==> src/rtl/pc_unit_param.sv <==
// Parametrised MIPS32 fetch-stage program counter: sequential/branch/jump/exception
// next-PC selection with stall support and a priority buffer for redirects seen while stalled.
module pc_unit_param #(
    parameter int          PC_WIDTH     = 32,
    parameter int          STEP         = 4,
    parameter int          ALIGN_BITS   = 2,
    parameter logic [31:0] RESET_VECTOR = 32'h0,
    parameter logic [31:0] EXC_VECTOR   = 32'h80
) (
    input  logic                clock,
    input  logic                reset,
    input  logic                stall,
    input  logic                branch_taken,
    input  logic [PC_WIDTH-1:0] branch_target,
    input  logic                jump_en,
    input  logic [PC_WIDTH-1:0] jump_target,
    input  logic                exc_en,
    output logic [PC_WIDTH-1:0] pc_out,
    output logic [PC_WIDTH-1:0] npc_out,
    output logic                fetch_valid,
    output logic                redirect_pend,
    output logic                misalign_err
);

    typedef enum logic [1:0] {BOOT, RUN, STALL} state_t;

    localparam logic [1:0] PRI_NONE   = 2'd0;
    localparam logic [1:0] PRI_BRANCH = 2'd1;
    localparam logic [1:0] PRI_JUMP   = 2'd2;
    localparam logic [1:0] PRI_EXC    = 2'd3;

    localparam logic [PC_WIDTH-1:0] RST_PC     = PC_WIDTH'(RESET_VECTOR);
    localparam logic [PC_WIDTH-1:0] EXC_PC     = PC_WIDTH'(EXC_VECTOR);
    localparam logic [PC_WIDTH-1:0] STEP_W     = PC_WIDTH'(STEP);
    localparam logic [PC_WIDTH-1:0] ALIGN_MASK = PC_WIDTH'((64'd1 << ALIGN_BITS) - 64'd1);

    state_t              state;
    state_t              state_next;
    logic [PC_WIDTH-1:0] pc;
    logic [1:0]          pend_pri;
    logic [PC_WIDTH-1:0] pend_target;
    logic                err;

    logic [1:0]          live_pri;
    logic [PC_WIDTH-1:0] live_target;
    logic [1:0]          sel_pri;
    logic [PC_WIDTH-1:0] sel_target;
    logic [PC_WIDTH-1:0] npc;
    logic                npc_misalign;
    logic                advance;
    logic                buffer_write;

    always_ff @(posedge clock or posedge reset) begin
        if (reset) state <= BOOT;
        else       state <= state_next;
    end

    always_comb begin
        state_next = state;
        unique case (state)
            BOOT:    state_next = RUN;
            RUN:     state_next = stall ? STALL : RUN;
            STALL:   state_next = stall ? STALL : RUN;
            default: state_next = BOOT;
        endcase
    end

    always_comb begin
        fetch_valid = (state == RUN);
    end

    always_comb begin
        live_pri    = PRI_NONE;
        live_target = '0;
        if (exc_en) begin
            live_pri = PRI_EXC;
        end else if (jump_en) begin
            live_pri    = PRI_JUMP;
            live_target = jump_target;
        end else if (branch_taken) begin
            live_pri    = PRI_BRANCH;
            live_target = branch_target;
        end
    end

    // A buffered redirect only wins when strictly higher; ties go to the live request.
    always_comb begin
        sel_pri    = live_pri;
        sel_target = live_target;
        if (pend_pri > live_pri) begin
            sel_pri    = pend_pri;
            sel_target = pend_target;
        end
        npc          = pc + STEP_W;
        npc_misalign = 1'b0;
        unique case (sel_pri)
            PRI_EXC: npc = EXC_PC;
            PRI_JUMP, PRI_BRANCH: begin
                npc          = sel_target & ~ALIGN_MASK;
                npc_misalign = |(sel_target & ALIGN_MASK);
            end
            default: npc = pc + STEP_W;
        endcase
    end

    always_comb begin
        advance      = (state != BOOT) && !stall;
        buffer_write = (state != BOOT) && stall && (live_pri != PRI_NONE) && (live_pri >= pend_pri);
    end

    always_ff @(posedge clock or posedge reset) begin
        if (reset) begin
            pc          <= RST_PC;
            pend_pri    <= PRI_NONE;
            pend_target <= '0;
            err         <= 1'b0;
        end else begin
            err <= 1'b0;
            if (advance) begin
                pc          <= npc;
                pend_pri    <= PRI_NONE;
                pend_target <= '0;
                err         <= npc_misalign;
            end else if (buffer_write) begin
                pend_pri    <= live_pri;
                pend_target <= live_target;
            end
        end
    end

    assign pc_out        = pc;
    assign npc_out       = npc;
    assign redirect_pend = (pend_pri != PRI_NONE);
    assign misalign_err  = err;

endmodule

==> config.mk <==
export PLATFORM = sky130hd
export DESIGN_NAME = pc_unit_param
export DESIGN_NICKNAME = d
export VERILOG_FILES = /design/src/rtl/pc_unit_param.sv
export SDC_FILE = /design/constraint.sdc
export NUM_CORES = 1
export LEC_CHECK = 0
export BUFFER_PORTS_ARGS = -buffer_cell sky130_fd_sc_hd__buf_2
export CAP_MARGIN = 20
export CORE_ASPECT_RATIO = 1.2
export CORE_UTILIZATION = 53
export CTS_CLUSTER_SIZE = 25
export DETAILED_ROUTE_END_ITERATION = 7
export GPL_TIMING_DRIVEN = 0
export PLACE_DENSITY_LB_ADDON = 0.3
export SYNTH_ARGS = -nofsm -noshare
export SYNTH_HDL_FRONTEND = slang
export SYNTH_SLANG_ARGS = --single-unit
==> constraint.sdc <==
create_clock -name clock -period 6.4 [get_ports clock]
set_input_delay 1.28 -clock clock [delete_from_list [all_inputs] [get_ports clock]]
set_output_delay 1.28 -clock clock [all_outputs]
set_load 0.05 [all_outputs]
**Word-level counts from Yosys, hierarchy flattened**

Cells that the tools add are included.

- Register bits after elaboration: 69
- Input port bits: 70
- Output and inout bits: 67
- Word-level logic and storage cells: 43

- Add/subtract/negate cells: 1
- Order comparisons: 2
- Equality and inequality tests: 5
- Multiplexer cells: 17
- Reduce and logical (&&, ||, !) cells: 13

Operators with widths:

| operator | count |
|---|---|
| two-way mux 32 bit | 6 |
| one-hot mux 32 bit (2 select lines) | 1 |
| adder 32 x 3 -> 32 bit (second input constant) | 1 |
| two-way mux 2 bit | 6 |
| nonzero test 2 bit | 4 |
| equality test 2 bit (second input constant) | 3 |
| OR reduction 2 bit | 3 |
| equality test 2 x 1 -> 1 bit (second input constant) | 2 |
| logical AND 1 bit | 4 |
| one-hot mux 2 bit (2 select lines) | 1 |
| two-way mux 1 bit | 3 |
| >= comparator 2 bit | 1 |
| > comparator 2 bit | 1 |
| zero test 2 bit | 1 |
| zero test 1 bit | 1 |

**Depth between registers and ports, before layout**

Gate-level depths: netlist of the first run.

- Depth after elaboration: 9
- Mapped depth: 22
- Depth with buffers taken out: 13

**Least setup slack after synthesis of the first run**

Ideal clock, no wire load.

- Kind: in2out
- Start point: in branch_taken
- End point: out npc_out[10]
- Arrival: 5.231 ns
- Required time: 5.120 ns
- Setup slack: -0.111 ns
- Stages on the path: 19
- Path buffers: 9
- Cell sequence: buf_2 > nor2b_1 > buf_2 > buf_2 > nor2_1 > ha_1 > nor2b_1 > buf_2 > or2_1 > clkbuf_1 > buf_4 > buf_2 > nand2_1 > o21ai_0 > ha_1 > clkbuf_1 > clkbuf_1 > a31oi_1 > o21ai_0

- Word-level cells in the longest chain between the ends: 8
- Elaborated cells on any way between the ends: 14
- Those cells by class: 1 x order compare; 3 x eq/ne; 9 x mux; 1 x reduce/logical

RTL lines:

| element | line | source |
|---|---|---|
| from (decl) | 13 | `input logic branch_taken,` |
| two-way mux 1 bit | 80 | `end else if (branch_taken) begin` |
| two-way mux 2 bit | 77 | `end else if (jump_en) begin` |
| two-way mux 2 bit | 75 | `if (exc_en) begin` |
| > comparator 2 bit | 90 | `if (pend_pri > live_pri) begin` |
| two-way mux 2 bit | 90 |  |
| equality test 2 bit / equality test 2 x 1 -> 1 bit (equally long branches) | 96 | `unique case (sel_pri)` |
| OR reduction 2 bit | 96 |  |
| one-hot mux 32 bit (2 select lines) (*) | 96 |  |
| to (decl) | 19 | `output logic [PC_WIDTH-1:0] npc_out,` |

Every way passes the cells marked *; elsewhere a longest branch is shown, timed or not.

**Final worst setup path of the first run**

- Start point: in branch_taken
- End point: out npc_out[11]

The elaborated chain is that of the path after synthesis.

==> Flow_metrics.wiki, run 1 <==
{| class="wikitable"
! Metric !! Value
|-
| Largest family of logic cells by synthesized area || compound AO/OA/AOI/OAI gates
|-
| Starting utilization of the core area || 55.4%
|-
| Async set or reset register ratio after synthesis || 100%
|-
| Slew at the pin closest to its max-slew limit || 0.869 ns
|-
| Die outline height || 107 um
|-
| Type of destination of the critical path || primary output
|-
| Layer with the highest usage after global routing || met2
|-
| Detailed Place HPWL || 11.7 mm
|-
| Lkg Pwr || 2.79 nW
|-
| Num ports || around 140
|-
| PortBufs || ~130
|-
| Internal Dissipation || 1.23 mW
|-
| Worst setup path class || in -> out
|-
| H-tree depth || 3
|-
| Area added between synthesis and finish || 22.8%
|-
| Vias per std cell || 6.34
|-
| Register-to-Register Setup Slack || around 2.8 ns
|-
| Peak per-stage delay on the critical path || 0.39 ns
|-
| Final RePlAce weighted congestion || 0.959
|-
| Post-place setup slack || -0.841 ns
|-
| CTS tree || built
|-
| Peak supply drop || 232 uV
|-
| Met1 track demand over resource || around 46%
|-
| Total of flip-flops plus latches after synthesis || 69
|-
| ANT cells || 0
|-
| Post-CTS Hold Buffers || 0
|-
| WP buf/inv || 9
|-
| Placeable core region || slightly below 0.009 sq mm
|-
| Root Buffer || clkbuf_8
|-
| Largest net degree at the start of global routing || 70
|-
| Area share of xor/xnor cells in the synthesized design || 4.72%
|-
| Startpoint types || input pin
|-
| Sequential element share of the synthesized area || 35.8%
|-
| Net count of the finished layout || between 700 and 800
|-
| Global-route met2 utilization || approximately 53%
|-
| Met3 routing resource usage after global routing || under 10%
|-
| Final setup margin || 0.147 ns
|-
| Max stage delay cell, worst path || ha_2
|-
| Routed len/inst || 19.3 um
|-
| Adder-cell share of the synthesized area || 2.33%
|-
| Yosys warning total || 0
|-
| Post-detailed-routing wire length || 16.1 mm
|-
| Fraction of power consumed by sequential logic || 27.2%
|-
| Combinational share of power || around 59%
|-
| Global-route usage over all layers || 34.6%
|-
| Final setup violation count || 0
|-
| Worst reg2reg endpoint || pc_out[11]
|-
| Cell mode on critical path || buf_4
|-
| Fmax || 160 MHz
|-
| Most instantiated flip-flop cell in the synthesis netlist || dfrtp_1
|-
| Setup clock skew after layout || between 0.02 and 0.025 ns
|-
| Start point of the worst hold path || pend_target[23]
|-
| Total clock buffers created by CTS || 9
|-
| Maximum number of buffers from clock root to sink || 2
|-
| Fraction of the mapped netlist area in simple logic gates || 21.2%
|-
| Worst EP arrival || just under 5 ns
|-
| Complex-gate fraction of the synthesized area || 26.2%
|-
| Endpoint required time on the critical path || 5.12 ns
|-
| Skew-Pair Late Insertion Delay || 0.38 ns
|-
| Count of vias placed by the detailed router || 5290
|-
| Syn nets || 647
|-
| Result of the run || finished clean
|-
| Overflow after GRT || 0
|-
| Clock period minus final worst setup slack || 6.25 ns
|-
| DRC violations left || 0
|-
| Die Width || 89.1 um
|-
| Worst R2R Path Depth || 17
|-
| Number of slew-limit violations in the final report || 0
|-
| Number of different library cells in the post-synthesis netlist || 59
|-
| Number of filler cells placed in the layout || approximately 750
|-
| Hold Fails Final Rpt || 0
|-
| Final critical-path share of the clock period || between 90% and 100%
|-
| Capture endpoint of the worst hold path || pend_target[23]
|-
| Clock network fraction of design power || 13.9%
|-
| Worst hold path depth || 2
|-
| Antenna violations before repair || 0
|-
| Max cap viols || 0
|-
| Top Family by Delay on Critical Path || buffers and inverters
|-
| Switching part of the total || 55.5%
|-
| Max transition margin || 42.1%
|-
| Drt initial violations || 444
|-
| Cell accounting for the most synthesized area || dfrtp_1
|-
| Number of enable flip-flop cells after synthesis || 0
|-
| Final antenna-violating net count || 0
|-
| Multiplexer area fraction after synthesis || 3.71%
|-
| Global-route wire length before repair || ~25 mm
|-
| Highest fanout seen on the critical path || 16
|-
| Cell Pwr Density || 467 mW/mm^2
|-
| Switching power of the nets || about 1.5 mW
|-
| Clock input transition at the sequential cells of the worst setup and hold paths || 0.08 ns
|-
| Synthesized cell area || about 0.0048 sq mm
|-
| Number of global-route vias before repair || approximately 5000
|-
| Portion of synthesized cell area occupied by the leading cell type || 35.8%
|-
| Avg Inst Size Synth || 8.49 sq um
|-
| Kind of path behind the tightest hold check || reg -> reg
|-
| Rows || 37
|-
| Post-route setup TNS || 0 ns
|-
| Ranking of synthesized cells by area || dfrtp_1 36%, nand2_1 5.3%, a21oi_1 3.8%, o21ai_0 3.1%, o22ai_1 3.1%
|-
| Fraction of final layout cells sized beyond drive strength 1 || between 20% and 30%
|-
| Number of sinks on the clock net || 69
|-
| Ordered list of cells on the worst path || buf_2, nor2b_1, buf_4, nor2_1, ha_1, nor2b_1, buf_2, or2_1, clkbuf_1, buf_6, buf_4, o21ai_0, ha_2, clkbuf_4, clkbuf_4, nand2_1, o32ai_2, nor2_1, a21oi_1, buf_4
|-
| Synthesized instance count || between 500 and 600
|-
| Number of detailed-routing iterations run before antenna repair || 6
|-
| Overall die area || 0.00949 sq mm
|-
| Reg2Reg Launch Point || pend_pri[1]
|}
[cells in the final DEF (no fill, tap or decap), types with 8 or more instances in the layout]
cell / instances
o21ai_0: 29
a32oi_1: 14
nor3_1: 12
mux2i_1: 10
nor2_1: 28
inv_1: 17
ha_1: 8
dfrtp_1: 69
a22oi_1: 9
and2_1: 8
a2bb2oi_1: 8
buf_2: 149
xor2_1: 12
clkbuf_8: 10
nand2_1: 68
nand3_1: 20
clkbuf_2: 9
a31oi_1: 10
and3_1: 10
nand3b_1: 8
o22ai_1: 23
a21oi_1: 37
clkbuf_1: 17
xnor2_1: 14
a22o_1: 16
[per-layer routing]
| metal | share of wire, % | vias up | routed length, um |
|---|---|---|---|
| met5 | 0 | - | 0 |
| met4 | 3.5 | 0 | 568 |
| met3 | 10 | 54 | 1650 |
| met2 | 48 | 311 | 7650 |
| met1 | 39 | 2532 | 6210 |
| li1 | - | 2393 | - |
[worst min-delay path, stage by stage (launching register included)]
cell     delay (ns)
dfrtp_1        0.35
nand2_1        0.05
o21ai_0        0.06
[power groups by stage]
stage          registers, mW  logic, mW  clock network, mW
2_1_floorplan           1.01      0.889                  0
3_3_place_gp           0.740       1.54                  0
3_5_place_dp           0.753       1.56                  0
4_1_cts                0.746       1.59              0.375
5_1_grt                0.774       1.72              0.396
6_report               0.753       1.63              0.384
[cell usage after synthesis, types with 4 or more instances]
cell / count
a32oi_1: 14
and3_1: 10
a21oi_1: 37
ha_1: 9
o2bb2ai_1: 4
or2_2: 4
nand3b_1: 8
clkbuf_1: 29
mux2_2: 7
nor3_1: 12
a21o_1: 4
nand3_1: 20
dfrtp_1: 69
o21ai_0: 30
a22oi_1: 9
a22o_1: 16
nor2_1: 28
xor2_1: 12
xnor2_1: 14
and2_1: 8
nand2_1: 68
nand4_1: 7
a2bb2oi_1: 8
inv_1: 18
nor2b_1: 6
mux2i_1: 10
buf_2: 21
o22ai_1: 24
a31oi_1: 10
o31ai_1: 6
[registers in the layout, indices dropped and copies added, names as in the netlist]
register and count:
state 2, pc_out 32, pend_target 32, pend_pri 2, misalign_err 1
[how the worst max path moves through the flow]
stage                 startpoint     endpoint  slack [ns]  cells past startpoint
CTS                 branch_taken  npc_out[11]        0.06                     20
global route        branch_taken  npc_out[19]       -0.02                     19
floorplan           branch_taken  npc_out[31]        0.08                     18
detailed placement  branch_taken  npc_out[19]       -0.84                     21
finish              branch_taken  npc_out[11]        0.15                     20
global placement    branch_taken  npc_out[19]       -0.73                     21
[repair_timing]
| item | CTS | global route |
|---|---|---|
| setup endpoints to repair | 32 | 28 |
| gates resized for setup | 16 | 11 |
| pin swaps | 1 | 0 |
| setup buffers | 3 | 0 |
[through the flow]
step                cells  utilization, %  power [mW]  hold WS [ns]  cell area [sq um]
floorplan             568               -        1.90         0.448               4820
global placement      818            64.7        2.28         0.459               5640
detailed placement    818            64.8        2.32         0.468               5640
CTS                   834            67.6        2.71         0.485               5890
global route          834            68.0        2.89         0.516               5920
finish                834            68.0        2.77         0.484               5920
[cell families after synthesis]
logic type      after synthesis
simple gates                193
compound gates              185
buf+inv                      69
flops                        69
xor+xnor                     26
mux                          17
fa+ha+maj                     9
[final cells by class]
cell class,count,area (sq um),area share [%]
clock buffer,11,141,2.39
multi-input combinational,430,2850,48.1
tap,117,146,2.47
inverter,18,70.1,1.18
timing repair buffer,136,691,11.7
sequential,69,1730,29.2
clock inverter,5,58.8,0.993
buffer,48,239,4.04
Power figures use the tool's default switching activity.
==> run 2, diff against run 1 <==
--- a/config.mk
+++ b/config.mk
@@ -13,6 +13,7 @@
 export DETAILED_ROUTE_END_ITERATION = 7
 export GPL_TIMING_DRIVEN = 0
 export PLACE_DENSITY_LB_ADDON = 0.3
+export REMOVE_ABC_BUFFERS = 1
 export SYNTH_ARGS = -nofsm -noshare
 export SYNTH_HDL_FRONTEND = slang
 export SYNTH_SLANG_ARGS = --single-unit
==> run 2 against run 1 <==
  * Fmax is essentially flat
  * Power is 0.60% lower
  * Combinational power fell by 4%
  * Hold slack better by 0.0018 ns
  * Clock skew down 0.0067 ns
  * First-iteration DRC count up 9.5%
  * Largest power group unchanged
==> Flow_metrics.wiki, run 2 (same netlist as run 1, synthesis figures left out) <==
{| class="wikitable"
! Metric !! Value
|-
| Max stage delay cell, worst path || nand2b_1 (was ha_2)
|-
| Final core area utilization || 67.2% (was 68.0%)
|-
| Final design instance area without fill || 0.00585 sq mm (was 0.00592 sq mm)
|-
| Post-detailed-routing wire length || 14.4 mm (was 16.1 mm)
|-
| Largest net degree at the start of global routing || 70 (unchanged)
|-
| Hold Fails Final Rpt || 0 (unchanged)
|-
| Area of the multi-input gates || 0.00287 sq mm (was 0.00285 sq mm)
|-
| Peak per-stage delay on the critical path || 0.48 ns (was 0.39 ns)
|-
| Number of detailed-routing iterations run before antenna repair || 5 (was 6)
|-
| Root Buffer || clkbuf_8 (unchanged)
|-
| Rows || 37 (unchanged)
|-
| Number of sinks on the clock net || 69 (unchanged)
|-
| Placeable core region || 0.00870 sq mm (unchanged)
|-
| Startpoint types || input pin (unchanged)
|-
| Detailed Place HPWL || 9.67 mm (was 11.7 mm)
|-
| ANT cells || 0 (unchanged)
|-
| Global-route wire length before repair || 22.4 mm (was 24.8 mm)
|-
| Overflow after GRT || 0 (unchanged)
|-
| Highest fanout seen on the critical path || 28 (was 16)
|-
| Type of destination of the critical path || primary output (unchanged)
|-
| Slew at the pin closest to its max-slew limit || 0.930 ns (was 0.869 ns)
|-
| Peak supply drop || 249 uV (was 232 uV)
|-
| Number of global-route vias before repair || 4614 (was 4943)
|-
| Antenna violations before repair || 0 (unchanged)
|-
| Switching power of the nets || 1.47 mW (was 1.54 mW)
|-
| Internal Dissipation || 1.28 mW (was 1.23 mW)
|-
| Final antenna-violating net count || 0 (unchanged)
|-
| Fmax || 160 MHz (about the same)
|-
| Num ports || 137 (unchanged)
|-
| Clock period minus final worst setup slack || 6.25 ns (about the same)
|-
| Count of vias placed by the detailed router || 5010 (was 5290)
|-
| Number of filler cells placed in the layout || 748 (was 752)
|-
| Fraction of final layout cells sized beyond drive strength 1 || 28.3% (was 29.3%)
|-
| Hold slack final || 0.486 ns (was 0.484 ns)
|-
| Cell area after placement || 0.00550 sq mm (was 0.00564 sq mm)
|-
| Overall die area || 0.00949 sq mm (unchanged)
|-
| Combinational share of power || 57.1% (was 58.9%)
|-
| Number of slew-limit violations in the final report || 0 (unchanged)
|-
| Routed len/inst || 18.1 um (was 19.3 um)
|-
| Skew-Pair Late Insertion Delay || 0.35 ns (was 0.38 ns)
|-
| Max transition margin || 37.9% (was 42.1%)
|-
| Final critical-path share of the clock period || 97.7% (about the same)
|-
| H-tree depth || 3 (unchanged)
|-
| Result of the run || finished clean (unchanged)
|-
| Clock input transition at the sequential cells of the worst setup and hold paths || 0.07 ns (was 0.08 ns)
|-
| Drt initial violations || 486 (was 444)
|-
| Ordered list of cells on the worst path || buf_2, or2_2, ha_1, nor2b_2, or2_4, o21ai_0, ha_4, nand2b_1, nor4b_1, a31oi_1, o21ai_0, buf_2 (was buf_2, nor2b_1, buf_4, nor2_1, ha_1, nor2b_1, buf_2, or2_1, clkbuf_1, buf_6, buf_4, o21ai_0, ha_2, clkbuf_4, clkbuf_4, nand2_1, o32ai_2, nor2_1, a21oi_1, buf_4)
|-
| Fraction of power consumed by sequential logic || 27.9% (was 27.2%)
|-
| Max cap viols || 0 (unchanged)
|-
| Global-route usage over all layers || 30.9% (was 34.6%)
|-
| Cell Pwr Density || 470 mW/mm^2 (was 467 mW/mm^2)
|-
| Maximum number of buffers from clock root to sink || 2 (unchanged)
|-
| Endpoint required time on the critical path || 5.12 ns (about the same)
|-
| Die outline height || 107 um (unchanged)
|-
| Net count of the finished layout || 755 (was 791)
|-
| Final setup violation count || 0 (unchanged)
|-
| DRC violations left || 0 (unchanged)
|-
| RSZ-0062 raised after global routing || no
|-
| Leading cell types in the layout, fill and taps excluded || 136 x buf_2, 69 x dfrtp_1, 68 x nand2_1 (was 149 x buf_2, 69 x dfrtp_1, 68 x nand2_1)
|-
| Most common cell after layout, fill and taps aside || buf_2 (unchanged)
|-
| Setup clock skew after layout || 0.0145 ns (was 0.0212 ns)
|-
| CTS tree || built (unchanged)
|-
| Kind of path behind the tightest hold check || reg -> reg (unchanged)
|-
| Die Width || 89.1 um (unchanged)
|-
| Final RePlAce weighted congestion || 0.883 (was 0.959)
|-
| Area added between synthesis and finish || 21.2% (was 22.8%)
|-
| Clock network fraction of design power || 15.0% (was 13.9%)
|-
| Sequential standard cell area || 0.00173 sq mm (unchanged)
|-
| Worst EP arrival || 4.97 ns (about the same)
|-
| Switching part of the total || 53.4% (was 55.5%)
|-
| PortBufs || 136 (was 133)
|-
| Starting utilization of the core area || 55.4% (unchanged)
|-
| Vias per std cell || 6.28 (was 6.34)
|-
| Lkg Pwr || 2.72 nW (was 2.79 nW)
|-
| Register-to-Register Setup Slack || 2.83 ns (was 2.82 ns)
|-
| Worst setup path class || in -> out (unchanged)
|-
| Total clock buffers created by CTS || 9 (unchanged)
|}
==> run 2: cell types whose count changed in the layout (fill, tap and decap cells not counted), sizes merged <==
cell	delta
buf	-10
bufinv	+1
clkbuf	-26
clkinv	-1
clkinvlp	+1
inv	-2
or2	+1
==> run 2: power groups by stage <==
| stage | registers [mW] | clock network, mW | logic, mW |
|---|---|---|---|
| finish | 0.766 | 0.412 | 1.57 |
| global route | 0.786 | 0.436 | 1.67 |
| CTS | 0.760 | 0.415 | 1.52 |
| detailed placement | 0.766 | 0 | 1.49 |
| global placement | 0.753 | 0 | 1.43 |
| floorplan | 1.02 | 0 | 0.818 |
==> run 2: metrics by stage <==
| stage | std cells | power, mW | setup slack (ns) | TNS [ns] |
|---|---|---|---|---|
| after floorplan | 517 | 1.84 | -1.88 | -41.44 |
| after global placement | 770 | 2.18 | -4.03 | -154.16 |
| after detailed placement | 774 | 2.25 | -1.60 | -33.50 |
| after CTS | 793 | 2.69 | 0.0846 | 0 |
| after global routing | 798 | 2.89 | 0.00739 | 0 |
| final | 798 | 2.75 | 0.149 | 0 |
==> run 2: timing repair <==
action / CTS / global route
setup buffers: 1 / 3
gates cloned: 2 / 0
hold buffers: 0 / 0
gates resized for setup: 8 / 2
pin swaps: 2 / 0
endpoints found under the setup margin: 32 / 16
==> run 2: critical path: cells and delay by family <==
| kind | cells | cell delay (ns) |
|---|---|---|
| adder cells (fa/ha/maj) | 2 | 0.70 |
| buffers and inverters | 2 | 0.51 |
| AO/OA/AOI/OAI | 3 | 0.92 |
| AND/OR/NAND/NOR | 5 | 1.54 |
==> run 2: layout make-up <==
class,count,area share (%)
clock inverters,3,1.16
well taps,117,2.50
inverters,18,1.26
flip-flops and latches,69,29.5
repair buffers,146,13.7
clock buffers,13,2.72
multi-input cells,431,49.0
repair inverters,1,0.0856
==> run 2: path summary, 6_finish.rpt <==
| check | startpoint | end | depth (start not counted) |
|---|---|---|---|
| max in group asynchronous | reset | pend_target[28] | 2 |
| min in group asynchronous | reset | pc_out[0] | 2 |
| worst max-delay path | jump_en | npc_out[12] | 12 |
| worst min-delay path | pend_target[17] | pend_target[17] | 2 |
| worst min register to register | pend_target[17] | pend_target[17] | 2 |
| worst max register to register | pend_pri[1] | pc_out[14] | 11 |
==> run 2: per-layer routing <==
| metal | part of all wire (%) | global-route usage (%) | up-vias |
|---|---|---|---|
| met1 | 40 | 40.1 | 2391 |
| met2 | 49 | 49.9 | 271 |
| li1 | - | - | 2320 |
| met4 | 2.7 | 12.9 | 0 |
| met5 | 0 | 0 | - |
| met3 | 8.3 | 5.82 | 28 |
==> run 3, diff against run 2 <==
--- a/config.mk
+++ b/config.mk
@@ -7,12 +7,15 @@
 export LEC_CHECK = 0
 export BUFFER_PORTS_ARGS = -buffer_cell sky130_fd_sc_hd__buf_2
 export CAP_MARGIN = 20
+export CELL_PAD_IN_SITES_DETAIL_PLACEMENT = 1
+export CELL_PAD_IN_SITES_GLOBAL_PLACEMENT = 2
 export CORE_ASPECT_RATIO = 1.2
-export CORE_UTILIZATION = 53
+export CORE_MARGIN = 5
+export CORE_UTILIZATION = 31
 export CTS_CLUSTER_SIZE = 25
 export DETAILED_ROUTE_END_ITERATION = 7
 export GPL_TIMING_DRIVEN = 0
-export PLACE_DENSITY_LB_ADDON = 0.3
+export PLACE_DENSITY = 0.85
 export REMOVE_ABC_BUFFERS = 1
 export SYNTH_ARGS = -nofsm -noshare
 export SYNTH_HDL_FRONTEND = slang
==> run 3 against run 2 <==
  * Utilization is 28 points lower
  * Register-to-register slack better by 0.03 ns
  * Cell count is 12% higher
  * Sequential share of layout area is 1.4 points lower
  * Sequential power is 0.9% higher
  * Fmax is 0.12% higher
  * Power is 6.1% higher
  * Critical path type unchanged
==> Flow_metrics.wiki, run 3 (same netlist as run 1, synthesis figures left out) <==
{| class="wikitable"
! Metric !! Value
|-
| Number of slew-limit violations in the final report || 0 (unchanged)
|-
| Final antenna-violating net count || 0 (unchanged)
|-
| WP buf/inv || 4 (was 2)
|-
| Root Buffer || clkbuf_16 (was clkbuf_8)
|-
| Layer with the highest usage after global routing || met2 (unchanged)
|-
| Max cap viols || 0 (unchanged)
|-
| Number of sinks on the clock net || 69 (unchanged)
|-
| DRC violations left || 0 (unchanged)
|-
| Kind of path behind the tightest hold check || reg -> reg (unchanged)
|-
| Result of the run || finished clean (unchanged)
|-
| Top Family by Delay on Critical Path || simple AND/OR/NAND/NOR gates (unchanged)
|-
| Number of detailed-routing iterations run before antenna repair || 5 (unchanged)
|-
| Worst setup path class || in -> out (unchanged)
|-
| Overflow after GRT || 0 (unchanged)
|-
| H-tree depth || 3 (unchanged)
|-
| Slew at the pin closest to its max-slew limit || 1.01 ns (was 0.930 ns)
|-
| Peak per-stage delay on the critical path || 0.39 ns (was 0.48 ns)
|-
| Lkg Pwr || 2.81 nW (was 2.72 nW)
|-
| Die outline height || 147 um (was 107 um)
|-
| Rows || 50 (was 37)
|-
| Fraction of final layout cells sized beyond drive strength 1 || 29.4% (was 28.3%)
|-
| Placeable core region || 0.0155 sq mm (was 0.00870 sq mm)
|-
| Global-route wire length before repair || 28.2 mm (was 22.4 mm)
|-
| Global-route met2 utilization || 35.1% (was 49.9%)
|-
| Clock input transition at the sequential cells of the worst setup and hold paths || 0.06 ns (was 0.07 ns)
|-
| Number of filler cells placed in the layout || 1888 (was 748)
|-
| Worst EP arrival || 4.96 ns (was 4.97 ns)
|-
| Type of destination of the critical path || primary output (unchanged)
|-
| Vias per std cell || 5.64 (was 6.28)
|-
| Highest fanout seen on the critical path || 52 (was 28)
|-
| Skew-Pair Late Insertion Delay || 0.34 ns (was 0.35 ns)
|-
| Setup clock skew after layout || 0.00781 ns (was 0.0145 ns)
|-
| Area added between synthesis and finish || 27.1% (was 21.2%)
|-
| Routed len/inst || 20.6 um (was 18.1 um)
|-
| Detailed Place HPWL || 13.2 mm (was 9.67 mm)
|-
| Number of global-route vias before repair || 5175 (was 4614)
|-
| PortBufs || 136 (unchanged)
|-
| Total clock buffers created by CTS || 9 (unchanged)
|-
| Final design instance area without fill || 0.00613 sq mm (was 0.00585 sq mm)
|-
| CTS tree || built (unchanged)
|-
| Maximum number of buffers from clock root to sink || 2 (unchanged)
|-
| Hold slack final || 0.479 ns (was 0.486 ns)
|-
| Global-route usage over all layers || 20.0% (was 30.9%)
|-
| Total power of the final layout || 2.92 mW (was 2.75 mW)
|-
| Antenna violations before repair || 0 (unchanged)
|-
| Max stage delay cell, worst path || ha_4 (was nand2b_1)
|-
| Net count of the finished layout || 762 (was 755)
|-
| Hold Fails Final Rpt || 0 (unchanged)
|-
| Max transition margin || 32.4% (was 37.9%)
|-
| Final RePlAce weighted congestion || 0.822 (was 0.883)
|-
| Overall die area || 0.0182 sq mm (was 0.00949 sq mm)
|-
| Peak supply drop || 175 uV (was 249 uV)
|-
| Die Width || 124 um (was 89.1 um)
|-
| Met1 track demand over resource || 24.7% (was 40.1%)
|-
| ANT cells || 0 (unchanged)
|-
| Post-route setup TNS || 0 ns (unchanged)
|-
| Final setup violation count || 0 (unchanged)
|-
| Post-detailed-routing wire length || 18.5 mm (was 14.4 mm)
|-
| Clock period minus final worst setup slack || 6.24 ns (was 6.25 ns)
|-
| Met3 routing resource usage after global routing || 2.63% (was 5.82%)
|-
| Fmax || 160 MHz (about the same)
|-
| Drt initial violations || 289 (was 486)
|-
| Count of vias placed by the detailed router || 5051 (was 5010)
|-
| Final critical-path share of the clock period || 97.6% (was 97.7%)
|-
| Num ports || 137 (unchanged)
|-
| Largest net degree at the start of global routing || 53 (was 70)
|-
| Most common cell after layout, fill and taps aside || buf_2 (unchanged)
|-
| Endpoint required time on the critical path || 5.12 ns (about the same)
|-
| Starting utilization of the core area || 31.2% (was 55.4%)
|-
| Leading cell types in the layout, fill and taps excluded || 135 x buf_2, 69 x dfrtp_1, 68 x nand2_1 (was 136 x buf_2, 69 x dfrtp_1, 68 x nand2_1)
|-
| Cell Pwr Density || 476 mW/mm^2 (was 470 mW/mm^2)
|-
| Cell area after placement || 0.00572 sq mm (was 0.00550 sq mm)
|-
| Startpoint types || input pin (unchanged)
|-
| Ordered list of cells on the worst path || clkbuf_4, or2_2, ha_1, nor2b_2, or2_4, buf_16, o21ai_1, ha_4, buf_12, nand2b_4, nor4b_1, a31oi_1, o21ai_0, buf_2 (was buf_2, or2_2, ha_1, nor2b_2, or2_4, o21ai_0, ha_4, nand2b_1, nor4b_1, a31oi_1, o21ai_0, buf_2)
|}
## run 3: cell count changes in the layout (fill, tap and decap cells not counted), sizes merged
cell      before  now
bufinv         2    0
clkinvlp       3    2
or2            6    5
clkinv         0    5
buf          146  152
## run 3: layout make-up
class	instances	area [sq um]	share of cell area [%]
clock buffer	11	253	4.12
clock inverter	5	25.0	0.408
inverter	18	73.8	1.20
multi-input combinational	430	2860	46.6
sequential	69	1730	28.2
tap	208	260	4.24
timing repair buffer	154	928	15.1
timing repair inverter	1	5.00	0.0816
## run 3: path summary, 6_finish.rpt
check	startpoint	slack [ns]	cells past startpoint	end
min in group asynchronous	reset	0.92	2	pc_out[6]
max reg2reg	pend_pri[1]	2.86	15	pc_out[14]
min	pend_target[19]	0.48	2	pend_target[19]
min reg2reg	pend_target[19]	0.48	2	pend_target[19]
max	jump_en	0.16	14	npc_out[12]
max in group asynchronous	reset	4.92	3	pend_target[25]
## run 3: repair_timing
action | in CTS | in global routing
setup buffers | 4 | 6
cloned | 0 | 1
pin swaps | 1 | 2
resized for setup | 10 | 3
hold buffers | 0 | 0
setup endpoints to repair | 32 | 14
## run 3: per-stage QoR
stage	worst slack [ns]	utilization, %	instances
finish	0.157	39.7	896
global route	-0.000346	39.7	896
CTS	0.00760	39.2	889
detailed placement	-1.43	37.0	869
global placement	-4.55	35.9	861
floorplan	-1.88	-	517
## run 3: layer usage
layer / wire length, um / vias up
met3: 842 / 22
li1: - / 2336
met5: 0 / -
met2: 9520 / 148
met4: 391 / 0
met1: 7720 / 2545
## run 3: power by group
part           total, mW  leakage, nW  switching (mW)  internal, mW
clock              0.484        0.145           0.204         0.280
sequential         0.773        0.915           0.197         0.576
combinational       1.66         1.75            1.16         0.498
total               2.92         2.81            1.56          1.35
## run 3: tightest hold or removal path: cells and delay by family (launching register included)
family,cells,cell delay (ns)
AOI/OAI and AO/OA,1,0.05
and+or+nand+nor,1,0.05
DFF,1,0.34
